## src/rtl/sd_sector_packer.sv

```systemverilog
// Packs the SD reader's per-sector byte stream into 32-bit little-endian words and writes
// them to word-addressed memory via req/ack, buffering stalls in a small word FIFO.
module sd_sector_packer #(
  parameter int FIFO_DEPTH   = 8,
  parameter int ADDR_W       = 16,
  parameter int SECTOR_BYTES = 512
) (
  input  logic              clk_25mhz,
  input  logic              rst_n,
  input  logic              start,
  input  logic [ADDR_W-1:0] base_addr,
  input  logic [15:0]       num_sectors,
  input  logic              in_valid,
  input  logic [7:0]        in_data,
  input  logic              in_last,
  input  logic              in_crc_ok,
  output logic              mem_req,
  output logic [ADDR_W-1:0] mem_addr,
  output logic [31:0]       mem_wdata,
  input  logic              mem_ack,
  output logic              busy,
  output logic              done,
  output logic [2:0]        error
);

  localparam int PW = $clog2(FIFO_DEPTH);
  localparam int BW = $clog2(SECTOR_BYTES);
  localparam logic [PW:0]   FULL_CNT  = (PW+1)'(FIFO_DEPTH);
  localparam logic [BW-1:0] LAST_BYTE = BW'(SECTOR_BYTES - 1);

  typedef enum logic [1:0] {S_IDLE, S_RUN, S_DRAIN} state_t;

  state_t            state_q, state_d;
  logic [ADDR_W-1:0] addr_q, addr_d;
  logic [15:0]       sect_q, sect_d;
  logic [BW-1:0]     bcnt_q, bcnt_d;
  logic [31:0]       word_q, word_d;
  logic [2:0]        err_q, err_d;
  logic              done_q, done_d;

  logic [PW-1:0]     wr_q, rd_q;
  logic [PW:0]       cnt_q;
  logic [31:0]       fifo_mem [FIFO_DEPTH];

  logic              empty, full, push, push_ok, pop;
  logic              last_byte, sector_end;
  logic [31:0]       byte_word;

  assign empty     = (cnt_q == '0);
  assign full      = (cnt_q == FULL_CNT);
  assign mem_req   = !empty && (state_q != S_IDLE);
  assign pop       = mem_req && mem_ack;
  assign push_ok   = push && (!full || pop);
  assign mem_addr  = addr_q;
  assign mem_wdata = empty ? 32'h0 : fifo_mem[rd_q];
  assign busy      = (state_q != S_IDLE);
  assign done      = done_q;
  assign error     = err_q;

  assign last_byte  = (bcnt_q == LAST_BYTE);
  assign sector_end = in_last || last_byte;
  // Merge the incoming byte into its lane; lanes above it are still zero, which pads partial words.
  assign byte_word  = word_q | ({24'h0, in_data} << {bcnt_q[1:0], 3'b000});

  always_comb begin
    state_d = state_q;
    addr_d  = addr_q;
    sect_d  = sect_q;
    bcnt_d  = bcnt_q;
    word_d  = word_q;
    err_d   = err_q;
    done_d  = 1'b0;
    push    = 1'b0;

    if (pop) addr_d = addr_q + 1'b1;

    case (state_q)
      S_IDLE: begin
        if (start) begin
          addr_d = base_addr;
          sect_d = num_sectors;
          bcnt_d = '0;
          word_d = '0;
          err_d  = '0;
          if (num_sectors != 16'd0) state_d = S_RUN;
          else                      done_d  = 1'b1;
        end
      end
      S_RUN: begin
        if (in_valid) begin
          if (sector_end || bcnt_q[1:0] == 2'd3) begin
            push   = 1'b1;
            word_d = '0;
          end else begin
            word_d = byte_word;
          end
          bcnt_d = sector_end ? '0 : bcnt_q + 1'b1;
          if (in_last != last_byte)   err_d[1] = 1'b1;
          if (in_last && !in_crc_ok)  err_d[2] = 1'b1;
          if (sector_end) begin
            sect_d = sect_q - 16'd1;
            if (sect_q == 16'd1) state_d = S_DRAIN;
          end
        end
      end
      S_DRAIN: begin
        if (empty) begin
          state_d = S_IDLE;
          done_d  = 1'b1;
        end
      end
      default: state_d = S_IDLE;
    endcase

    if (push && !push_ok) err_d[0] = 1'b1;
  end

  always_ff @(posedge clk_25mhz or negedge rst_n) begin
    if (!rst_n) begin
      state_q <= S_IDLE;
      addr_q  <= '0;
      sect_q  <= '0;
      bcnt_q  <= '0;
      word_q  <= '0;
      err_q   <= '0;
      done_q  <= 1'b0;
      wr_q    <= '0;
      rd_q    <= '0;
      cnt_q   <= '0;
    end else begin
      state_q <= state_d;
      addr_q  <= addr_d;
      sect_q  <= sect_d;
      bcnt_q  <= bcnt_d;
      word_q  <= word_d;
      err_q   <= err_d;
      done_q  <= done_d;
      wr_q    <= wr_q + PW'(push_ok);
      rd_q    <= rd_q + PW'(pop);
      cnt_q   <= cnt_q + (PW+1)'(push_ok) - (PW+1)'(pop);
    end
  end

  // Storage needs no reset: occupancy is tracked by cnt_q and the output is masked when empty.
  always_ff @(posedge clk_25mhz) begin
    if (push_ok) fifo_mem[wr_q] <= byte_word;
  end

endmodule

```

## config.mk

```make
export PLATFORM = sky130hd
export DESIGN_NAME = sd_sector_packer
export DESIGN_NICKNAME = d
export VERILOG_FILES = /design/src/rtl/sd_sector_packer.sv
export SDC_FILE = /design/constraint.sdc
export NUM_CORES = 1
export LEC_CHECK = 0
export BUFFER_PORTS_ARGS = -buffer_cell sky130_fd_sc_hd__buf_2
export CORE_MARGIN = 3
export CORE_UTILIZATION = 60
export DETAILED_ROUTE_END_ITERATION = 7
export PLACE_DENSITY = 0.8
export SLEW_MARGIN = 20
export SYNTH_ARGS = -nofsm -noshare
export SYNTH_HDL_FRONTEND = slang
export SYNTH_SLANG_ARGS = --single-unit
```

## constraint.sdc

```tcl
create_clock -name clk_25mhz -period 6.2 [get_ports clk_25mhz]
set_input_delay 0.62 -clock clk_25mhz [delete_from_list [all_inputs] [get_ports clk_25mhz]]
set_output_delay 0.62 -clock clk_25mhz [all_outputs]
set_load 0.005 [all_outputs]
```

==> impl_metrics.xml <==
<?xml version="1.0" encoding="UTF-8"?>
<metrics>
  <group name="clocking">
    <metric name="cts_buffers" unit="">35</metric>
    <metric name="clkSlewWorstSetupHoldPaths" unit="ns">0.06</metric>
    <metric name="clk_latency" unit="ns">0.50</metric>
    <metric name="cts_hold_buf" unit="">0</metric>
    <metric name="cts_post_setup_buffers_inserted" unit="">0</metric>
    <metric name="clock_sink_count" unit="">345</metric>
    <metric name="post_cts_resize_count" unit="">0</metric>
    <metric name="cts_tree" unit="">done</metric>
    <metric name="cts_buffer_depth" unit="">3</metric>
    <metric name="h-tree-depth" unit="">2</metric>
    <metric name="clockRootBuffer" unit="">sky130_fd_sc_hd__clkbuf_16</metric>
  </group>
  <group name="floorplanning">
    <metric name="design.die.area" unit="um^2">25900</metric>
    <metric name="rows" unit="">56</metric>
    <metric name="initial_util" unit="%">61.2</metric>
    <metric name="die-height" unit="um">161</metric>
    <metric name="core_area" unit="um^2">23500</metric>
    <metric name="floorplan.die.width" unit="um">161</metric>
    <metric name="io_pins" unit="">101</metric>
  </group>
  <group name="placed_design">
    <metric name="numPlacedInstances" unit="">1291</metric>
    <metric name="gp_routability_congestion" unit="">0.829</metric>
    <metric name="dp_hpwl" unit="mm">17.5</metric>
    <metric name="io_buffer_count" unit="">100</metric>
  </group>
  <group name="sta">
    <metric name="rsz_0062_raised_after_global_routing" unit="">false</metric>
    <metric name="min_period" unit="ns">3.73</metric>
    <metric name="tns" unit="ns">0</metric>
    <metric name="final.period_utilization" unit="%">60.1</metric>
    <metric name="timing.max_slew.rel_slack" unit="%">22.0</metric>
    <metric name="max_slew.worst_pin.slew" unit="ns">1.17</metric>
    <metric name="timing.final.setup_violations" unit="">0</metric>
    <metric name="report.final.hold_viol_count" unit="">0</metric>
    <metric name="clock_skews" unit="ns">0.00859</metric>
    <metric name="clock.fmax" unit="GHz">0.268</metric>
    <metric name="timing.final.max_slew_violations" unit="">0</metric>
  </group>
  <group name="setup_path">
    <metric name="critPathRequiredTime" unit="ns">5.58</metric>
    <metric name="maximum_fanout_count_along_the_critical_path" unit="">38</metric>
    <metric name="worst_r2r_startpoint" unit="">state_q[0]</metric>
    <metric name="critical_path_startpoint" unit="">rd_q[0]</metric>
    <metric name="worstSetupStartpointType" unit="">flip-flop</metric>
    <metric name="cp.arrival" unit="ns">3.11</metric>
    <metric name="timing.critical_path.to_type" unit="">output port</metric>
    <metric name="critical_path_class" unit="">flip-flop to output port</metric>
  </group>
  <group name="run_status">
    <metric name="status" unit="">complete, no violations</metric>
  </group>
  <group name="detailed_routing">
    <metric name="iteration_0_drc_markers" unit="">807</metric>
    <metric name="wl_per_cell" unit="um">22.5</metric>
    <metric name="route.detailed.vias_per_inst" unit="">6.14</metric>
    <metric name="drt_drc_violations_left" unit="">0</metric>
    <metric name="detail_route.first_pass.iterations" unit="">4</metric>
    <metric name="antenna_violating_nets_post_route" unit="">0</metric>
    <metric name="dr_total_vias" unit="">8325</metric>
    <metric name="wl" unit="mm">30.4</metric>
  </group>
  <group name="synth">
    <metric name="synth_flop_cell" unit="">sky130_fd_sc_hd__edfxtp_1</metric>
    <metric name="synth.distinct_cells" unit="">54</metric>
    <metric name="ys_top_cells_by_count" unit="">sky130_fd_sc_hd__edfxtp_1 (256), sky130_fd_sc_hd__dfrtp_1 (89), sky130_fd_sc_hd__nor2_1 (68)</metric>
    <metric name="synth.top_cells.by_area" unit="">sky130_fd_sc_hd__edfxtp_1 (53%), sky130_fd_sc_hd__dfrtp_1 (15%), sky130_fd_sc_hd__mux4_2 (10%)</metric>
    <metric name="syn_area_per_cell" unit="um^2">15.9</metric>
    <metric name="synth.most_common_cell" unit="">sky130_fd_sc_hd__edfxtp_1</metric>
    <metric name="cell_type_with_the_largest_total_area_after_synthesis" unit="">sky130_fd_sc_hd__edfxtp_1</metric>
    <metric name="postSynth.asyncResetShare" unit="%">25.8</metric>
    <metric name="synth-edff-count" unit="">256</metric>
    <metric name="netlist_instances" unit="">906</metric>
    <metric name="synth.cell_area" unit="um^2">14400</metric>
    <metric name="synth_sequential_area_ratio" unit="%">68.8</metric>
    <metric name="yosysWarningCount" unit="">0</metric>
    <metric name="synth_seq_cells" unit="">345</metric>
    <metric name="syn-num-nets" unit="">969</metric>
    <metric name="post-synth-top-area-fraction" unit="%">53.3</metric>
  </group>
  <group name="grt">
    <metric name="grt.overflow.total" unit="">0</metric>
    <metric name="first_global_vias" unit="">8419</metric>
    <metric name="wire_length_of_the_first_global_routing_pass" unit="mm">47.8</metric>
    <metric name="grt_start_max_net_pins" unit="">53</metric>
    <metric name="globalRouteTotalUtil" unit="%">23.9</metric>
    <metric name="antenna_found_initial" unit="">0</metric>
  </group>
  <group name="final_layout">
    <metric name="nets" unit="">1073</metric>
    <metric name="seqCellArea" unit="um^2">9920</metric>
    <metric name="multi_input_gate_area_in_the_final_layout" unit="um^2">4280</metric>
    <metric name="final_layout_size_suffix_gt1_share" unit="%">23.9</metric>
    <metric name="n_antenna_cell" unit="">0</metric>
    <metric name="nFillCells" unit="">1527</metric>
    <metric name="final_cell_count_no_fill" unit="">1355</metric>
    <metric name="area_growth_syn_to_layout" unit="%">14.0</metric>
  </group>
  <group name="pwr">
    <metric name="leakage" unit="nW">6.27</metric>
    <metric name="power.ir.vdd_worst" unit="mV">0.217</metric>
    <metric name="power.density_cell_area" unit="nW/um^2">426</metric>
  </group>
  <group name="run">
    <metric name="drv.max_cap_violation_count" unit="">0</metric>
  </group>
  <group name="min_path">
    <metric name="hp_class" unit="">primary input to async pin</metric>
  </group>
</metrics>
==> layout make-up <==
type,count,share of cell area (%)
clock buffer,50,6.11
multi-input combinational,503,26.1
clock inverter,13,1.02
timing repair buffer,112,3.73
tap,319,2.43
sequential,345,60.4
inverter,13,0.297
==> per-stage QoR <==
step	cell area [um^2]	utilization [%]	total power [mW]	worst slack [ns]	hold slack [ns]
final	16400	69.8	7.00	2.47	0.0913
after global routing	16400	69.8	7.32	2.21	0.114
after CTS	16400	69.7	7.05	2.36	0.0918
after detailed placement	15200	64.7	4.90	2.70	0.482
after global placement	15200	64.7	4.83	2.85	0.479
after floorplan	14400	-	4.28	1.62	0.324
==> logic make-up (layout without fill, tap and decap cells) <==
| kind of cell | Yosys count | in the layout | synth area share [%] |
|---|---|---|---|
| flops | 345 | 345 | 68.8 |
| simple gates | 221 | 221 | 7.29 |
| compound gates | 143 | 143 | 6.74 |
| mux | 98 | 98 | 12.4 |
| buf+inv | 58 | 188 | 1.88 |
| xor+xnor | 25 | 25 | 1.52 |
| fa+ha+maj | 16 | 16 | 1.44 |
==> metal layers <==
metal  routed length [um]  vias to the layer above  GRT usage (%)
li1                     -                     3699              -
met1                12200                     4211           32.7
met2                15500                      342           40.6
met3                 1930                       73           3.46
met4                  814                        0           7.63
met5                    0                        -              0
==> state kept, by name, summed over array words and instances, names as in the netlist <==
signal,cells
bcnt_q,9
cnt_q,4
done,1
error,3
fifo_mem,256
mem_addr,16
rd_q,3
sect_q,16
state_q,2
word_q,32
wr_q,3
==> layout by cell type, fill, tap and decap left out, types with 5 or more instances in the layout <==
master / Yosys / final
sky130_fd_sc_hd__clkbuf_1: 25 / 10
sky130_fd_sc_hd__buf_2: 10 / 99
sky130_fd_sc_hd__xor2_1: 11 / 11
sky130_fd_sc_hd__nor3_1: 17 / 15
sky130_fd_sc_hd__a21o_1: 39 / 39
sky130_fd_sc_hd__clkbuf_16: 0 / 37
sky130_fd_sc_hd__o22ai_1: 10 / 10
sky130_fd_sc_hd__o21ai_0: 29 / 29
sky130_fd_sc_hd__nand3_1: 22 / 22
sky130_fd_sc_hd__mux4_2: 64 / 64
sky130_fd_sc_hd__a21oi_1: 18 / 18
sky130_fd_sc_hd__nand2_1: 62 / 62
sky130_fd_sc_hd__clkinv_2: 0 / 5
sky130_fd_sc_hd__buf_4: 1 / 12
sky130_fd_sc_hd__dfrtp_1: 89 / 86
sky130_fd_sc_hd__a22o_1: 11 / 11
sky130_fd_sc_hd__a21boi_0: 17 / 17
sky130_fd_sc_hd__mux2i_1: 33 / 33
sky130_fd_sc_hd__inv_1: 11 / 11
sky130_fd_sc_hd__nor3b_2: 0 / 5
sky130_fd_sc_hd__a21boi_1: 7 / 7
sky130_fd_sc_hd__nor2_1: 68 / 66
sky130_fd_sc_hd__xnor2_1: 14 / 14
sky130_fd_sc_hd__nand4_1: 9 / 9
sky130_fd_sc_hd__edfxtp_1: 256 / 256
sky130_fd_sc_hd__nor4_1: 7 / 7
sky130_fd_sc_hd__nor2b_1: 6 / 6
sky130_fd_sc_hd__ha_1: 15 / 15
==> critical path: stages (launching register included) <==
cell and delay (ns):
sky130_fd_sc_hd__dfrtp_4 0.79, sky130_fd_sc_hd__buf_4 0.70, sky130_fd_sc_hd__mux4_2 0.58, sky130_fd_sc_hd__mux2i_1 0.25, sky130_fd_sc_hd__nor2_1 0.08, sky130_fd_sc_hd__buf_2 0.14
==> power breakdown <==
group	total [mW]	switching, mW	internal (mW)	leakage (nW)
Sequential	3.13	0.319	2.81	3.52
Combinational	1.73	0.850	0.880	2.18
Clock	2.14	0.839	1.30	0.569
==> final timing paths <==
path	to	slack (ns)	depth (start not counted)
min in group clk_25mhz	mem_addr[3]	0.32	3
max reg2reg	fifo_mem[6][3]	2.72	5
min reg2reg	bcnt_q[8]	0.49	2
max	mem_wdata[22]	2.47	5
max in group asynchronous	rd_q[0]	4.94	2
min	sect_q[13]	0.09	1
No activity file was read; power rests on OpenSTA's default activity.
